--- src/rtl/bn_serial_slt.sv ---
// bn_serial_slt: bit-serial signed set-less-than (Z = X < Y), one full-adder slice, LSB first
//   clk, rst_n      rising-edge clock, asynchronous active-low reset
//   start, X, Y     request and operands, accepted only in IDLE
//   busy, done      high while bits are processed, one-cycle result-valid pulse
//   Z, V, D         X < Y (signed), signed overflow of X - Y, X - Y mod 2^N
module bn_serial_slt #(
   parameter int N = 32
) (
   input  logic         clk,
   input  logic         rst_n,
   input  logic         start,
   input  logic [N-1:0] X,
   input  logic [N-1:0] Y,
   output logic         busy,
   output logic         done,
   output logic         Z,
   output logic         V,
   output logic [N-1:0] D
);
   localparam int CW = $clog2(N);
   typedef enum logic [1:0] {S_IDLE, S_RUN, S_FIN} state_t;
   state_t state, nxt;
   logic [N-1:0] xr, yr;
   logic [CW-1:0] cnt;
   logic c, yb, s, co, last;
   assign yb = ~yr[0];
   assign s = xr[0] ^ yb ^ c;
   assign co = (xr[0] & yb) | (xr[0] & c) | (yb & c);
   assign last = cnt == CW'(N - 1);
   always_comb begin
      nxt = state == S_IDLE ? (start ? S_RUN : S_IDLE) :
            state == S_RUN  ? (last ? S_FIN : S_RUN) : S_IDLE;
      busy = state == S_RUN;
      done = state == S_FIN;
   end
   always_ff @(posedge clk or negedge rst_n)
      if (!rst_n) state <= S_IDLE;
      else state <= nxt;
   // xr doubles as the difference shift register: each consumed X bit frees
   // the MSB slot for the new sum bit, so xr holds X - Y after N bits
   always_ff @(posedge clk or negedge rst_n)
      if (!rst_n) begin
         xr <= '0;
         yr <= '0;
         c <= 1'b0;
         cnt <= '0;
         Z <= 1'b0;
         V <= 1'b0;
         D <= '0;
      end else if (state == S_IDLE && start) begin
         xr <= X;
         yr <= Y;
         c <= 1'b1;
         cnt <= '0;
      end else if (state == S_RUN) begin
         xr <= {s, xr[N-1:1]};
         yr <= yr >> 1;
         c <= co;
         cnt <= last ? cnt : cnt + 1'b1;
         if (last) begin
            D <= {s, xr[N-1:1]};
            V <= c ^ co;
            Z <= s ^ c ^ co;
         end
      end
endmodule

--- config.mk ---
export PLATFORM = sky130hd
export DESIGN_NAME = bn_serial_slt
export DESIGN_NICKNAME = d
export VERILOG_FILES = /design/src/rtl/bn_serial_slt.sv
export SDC_FILE = /design/constraint.sdc
export NUM_CORES = 1
export LEC_CHECK = 0
export CORE_UTILIZATION = 44
export DETAILED_ROUTE_END_ITERATION = 10
export PLACE_DENSITY = 0.74
export SLEW_MARGIN = 40
export SYNTH_ARGS = -nofsm -noshare
export SYNTH_HDL_FRONTEND = slang
export SYNTH_SLANG_ARGS = --single-unit
--- constraint.sdc ---
create_clock -name clk -period 1.65 [get_ports clk]
set_input_delay 0.165 -clock clk [delete_from_list [all_inputs] [get_ports clk]]
set_output_delay 0.165 -clock clk [all_outputs]
set_load 0.005 [all_outputs]
### Word-level counts from Yosys, hierarchy flattened

Cells that the tools add are included.

* memories: 0
* bits in latches: 0
* flip-flop bits (word level): 106
* RAM bits: 0
* bits of input ports: 67
* memory bits (read-only): 0
* output and inout port bits: 36

* equality and inequality tests: 4
* shift-type cells: 0
* divide/modulo/power cells: 0
* multipliers: 0
* reduce and logical (&&, ||, !) cells: 5
* mux-type cells: 13
* add/subtract/negate cells: 1
* $lt $le $gt $ge: 0
* bitwise operators: 12

Operator list (number)
* two-way mux 32 bit: 4
* two-way mux 5 bit: 3
* two-way mux 2 bit: 3
* adder 5 x 1 -> 5 bit, second input constant: 1
* == test 5 bit, second input constant: 1
* XOR 1 bit: 5
* bitwise AND 1 bit: 3
* two-way mux 1 bit: 3
* AND reduction 3 bit: 1
* == test 2 x 1 -> 1 bit, second input constant: 1
* == test 2 bit, second input constant: 1
* logical NOT 2 bit: 1
* != test 2 x 1 -> 1 bit, second input constant: 1
* NOT 1 bit: 2
* OR 1 bit: 2
* AND reduction 2 bit: 1
* nonzero test 2 bit: 1
* logical AND 1 bit: 1

### Depth between registers and ports, before layout

Gate-level depths: netlist (run 1).

* depth after elaboration: 6
* gate-level depth with buffers: 8
* depth with buffers taken out: 6

### Worst setup path before layout (run 1)

OpenSTA, ideal clock, no wires.

* path type: register -> register
* start: register cnt[0]
* end: register D[10]
* arrival: 1.682 ns
* cell stages (with the launch flop): 8
* setup slack: -0.157 ns
* cell sequence: dfrtp_1 ha_1 and3_1 ha_1 nand3b_1 buf_6 buf_6 mux2_4

* cells in the longest elaborated chain, start to end: 2

RTL lines
* start: declaration: line 24 `logic [CW-1:0] cnt;`
* start signal: assignment: line 59 `cnt <= last ? cnt : cnt + 1'b1;`
* == test 5 bit: line 29 `assign last = cnt == CW'(N - 1);`
* AND reduction 3 bit (no line)
* end signal: assignment: line 61 `D <= {s, xr[N-1:1]};`
* end: declaration: line 18 `output logic [N-1:0] D`

Every way passes these cells.
A chain may end at the register's enable or synchronous reset.

### Final worst setup path (run 1)

* start: register cnt[0]
* end: register D[3]

The elaborated chain is that of the path after synthesis.

==> results of run 1 <==
==> metrics by stage <==
step / area (um2) / std cells / power (W) / setup TNS, ns
floorplan: 4670 / 406 / 0.00674 / -1.27
global placement: 5930 / 631 / 0.00833 / -2.05
detailed placement: 5930 / 631 / 0.00852 / -3.33
CTS: 6190 / 653 / 0.0101 / -3.21
global route: 6220 / 655 / 0.0108 / -5.07
finish: 6220 / 655 / 0.0101 / -3.45
==> routing by layer <==
| metal | global-route usage (%) | part of all wire (%) | wire, um |
|---|---|---|---|
| met1 | 28.0 | 47 | 5000 |
| met2 | 33.0 | 47 | 5030 |
| met3 | 3.24 | 4.7 | 500 |
| met4 | 5.53 | 0.94 | 100 |
| met5 | 0 | 0 | 0 |
==> where the power goes <==
group          switching [W]  internal, W
Sequential          0.000759      0.00371
Clock               0.000949     0.000579
Combinational        0.00169      0.00245
Total                0.00340      0.00674
==> cell usage after synthesis <==
master	number	share of area (%)
o21ai_0	66	7.1
nand4b_1	1	0.19
dfrtp_1	106	57
and4b_1	1	0.22
nand3b_1	2	0.32
inv_1	7	0.57
nand2_1	66	5.3
nor2_1	5	0.40
a2bb2oi_1	2	0.38
a21o_1	1	0.16
nor2b_1	4	0.54
nand2b_1	1	0.13
clkbuf_1	12	0.97
xnor2_1	1	0.19
a22o_1	3	0.57
a21oi_1	2	0.22
fa_1	2	0.86
buf_4	7	1.1
mux2_2	9	2.2
nor3_1	1	0.11
ha_1	2	0.54
buf_6	4	0.97
buf_2	10	1.1
o21bai_1	2	0.32
mux2_4	25	8.1
and3_1	1	0.13
a22oi_1	63	10
==> placed cells by master (no fill, tap or decap), types with 3 or more instances in the layout <==
| cell type | netlist | final |
|---|---|---|
| clkbuf_8 | 0 | 9 |
| buf_12 | 0 | 8 |
| nand2_1 | 66 | 66 |
| a22oi_1 | 63 | 63 |
| buf_4 | 7 | 19 |
| clkdlybuf4s50_1 | 0 | 99 |
| mux2_2 | 9 | 3 |
| mux2_4 | 25 | 31 |
| dfrtp_1 | 106 | 104 |
| inv_1 | 7 | 7 |
| o21ai_0 | 66 | 66 |
| a22o_1 | 3 | 3 |
| nor2_1 | 5 | 5 |
==> area by class of cell <==
| cell class | count | area, um2 | area share (%) |
|---|---|---|---|
| multi-input combinational | 260 | 1840 | 29.5 |
| clock inverter | 7 | 61.3 | 0.985 |
| timing repair buffer | 130 | 1350 | 21.7 |
| tap | 136 | 170 | 2.73 |
| clock buffer | 9 | 124 | 1.99 |
| sequential | 106 | 2660 | 42.7 |
| inverter | 7 | 26.3 | 0.422 |
==> critical path: stages (launching register included) <==
cell and delay [ns]:
dfrtp_1 0.40, ha_2 0.18, and3_4 0.18, ha_4 0.17, nand3b_1 0.12, buf_4 0.14
buf_12 0.15, mux2_2 0.34
==> state kept, by name, indices dropped and copies added (netlist names) <==
signal / count
xr: 32
cnt: 5
Z: 1
V: 1
state: 2
yr: 32
D: 32
c: 1
==> what timing repair did <==
item | in CTS | in global routing
setup buffers | 4 | 2
pin swaps | 0 | 1
hold buffers | 1 | 0
endpoints found under the setup margin | 36 | 36
cloned | 1 | 0
hold endpoints to repair | 106 | 0
resized for setup | 5 | 5
==> how the worst min path moves through the flow <==
stage,start,to,slack (ns),cells after the start
finish,rst_n,D[20],0.29,3
floorplan,rst_n,D[0],-0.13,0
CTS,rst_n,D[20],0.30,3
global route,rst_n,D[20],0.32,3
global placement,rst_n,D[20],0.16,2
detailed placement,rst_n,D[20],0.16,2
==> kinds of logic after synthesis <==
family,after synthesis
AO/OA/AOI/OAI,139
flip-flops,106
AND/OR/NAND/NOR,82
buffers and inverters,40
multiplexers,34
adder cells (fa/ha/maj),4
XOR/XNOR,1
==> impl_metrics.csv, run 1 <==
group,metric,value,unit
status,status,"complete, but fails checks",
status,violations,"negative setup slack",
floorplanning,core_area,0.0103,mm2
critical_path,cp-end-kind,"flip-flop",
timing,relSlewSlack,76.4,%
critical_path,worstPathRequired,1.91,ns
timing,setup_viol,33,
critical_path,crit_path_end,"D[3]",
clocking,cts_tree,"yes",
pwr,power.leakage,2.71,nW
routing,first_iter_violations,144,
critical_path,r2r_slack,-0.14,ns
synth,ys_seq_area_share,57.1,%
synth,synthSimpleGateAreaFrac,7.38,%
timing,fin_skew,0.0227,ns
floorplanning,dieArea,0.0110,mm2
placement,place_congestion,0.761,
synth,synth_area,0.00464,mm2
clocking,numCtsBuffers,9,
synth,synth_mux_area_share,10.3,%
pwr,power.density,1630,mW/mm2
grt,grt_antenna_before_repair,0,
critical_path,regToRegStartpoint,"cnt[0]",
floorplanning,start_util,45.2,%
routing,routedWlPerCell,16.2,um
synth,ys_seq_elements,106,
floorplanning,pin_count,103,
clocking,clk_path_buf_depth,2,
finish,nets,585,
grt,grt_pass1_vias,3569,
synth,synth_top_family_by_area,"compound AO/OA/AOI/OAI gates",
grt,grt_max_degree,67,
timing,worst_pin_slew,0.354,ns
grt,overflow,0,
routing,vias,3558,
synth,synth_fa_ha_area_share,1.40,%
synth,yosysWarnings,0,
floorplanning,chipHeight,105,um
placement,dp_hpwl,7010,um
timing,finalCriticalPeriod,1.79,ns
routing,via_per_inst,5.43,
timing,fmax,0.559,GHz
finish,fin_util,60.5,%
timing,slew_viol_final,0,
clocking,clk_pin_slew,0.12,ns
worst_hold_path,hold_path_class,"in -> async",
routing,drt_drc_violations_left,0,
flow_run,cap_violations,0,
timing,hold_violations,0,
synth,syn_area_per_cell,11.4,um2
placement,pre_cts_ws,-0.176,ns
critical_path,timing.rr.end,"D[3]",
finish,drive_above_1_share,16.6,%
timing,fin_crit_sh,108,%
timing,setup_slack,-0.139,ns
synth,yosys.area_share.xor_xnor,0.189,%
timing,hold_ws,0.293,ns
floorplanning,num_rows,37,
placement,place.port_buffers,102,
critical_path,crit_arrival,2.05,ns
critical_path,crit_type,"reg -> reg",
pwr,ir_drop,0.000649,V
critical_path,cp-startpoint,"cnt[0]",
finish,diodes,0,
timing,rsz0062_at_grt,"true",
grt,grt_first_pass_wirelength,17600,um
critical_path,crit_path_start_kind,"flip-flop",
grt,grt_usage,20.2,%
finish,fillers,853,
critical_path,cp_max_fo,12,
clocking,clock_latency,0.37,ns
clocking,cts_root_buf,"clkbuf_8",
finish,area_growth,34.0,%
clocking,htree_levels,3,
synth,synth_cell_types,27,
clocking,cts.sinks,106,
routing,detail-route-antenna-nets,0,
critical_path,r2r_cells,7,
synth,synth_compound_area_share,18.9,%
synth,synthCells,406,
routing,drtPass1Iterations,6,
synth,synthesis.nets,477,
routing,drt_wl_total,10600,um
floorplanning,fp.dieW,105,um
Power figures use the tool's default switching activity.
==> run 2, diff against run 1 <==
Settings changed: HOLD_SLACK_MARGIN set to 0.02.
==> results of run 2 <==
Same layout as run 1: the final DEF is identical, and so are final timing and power.
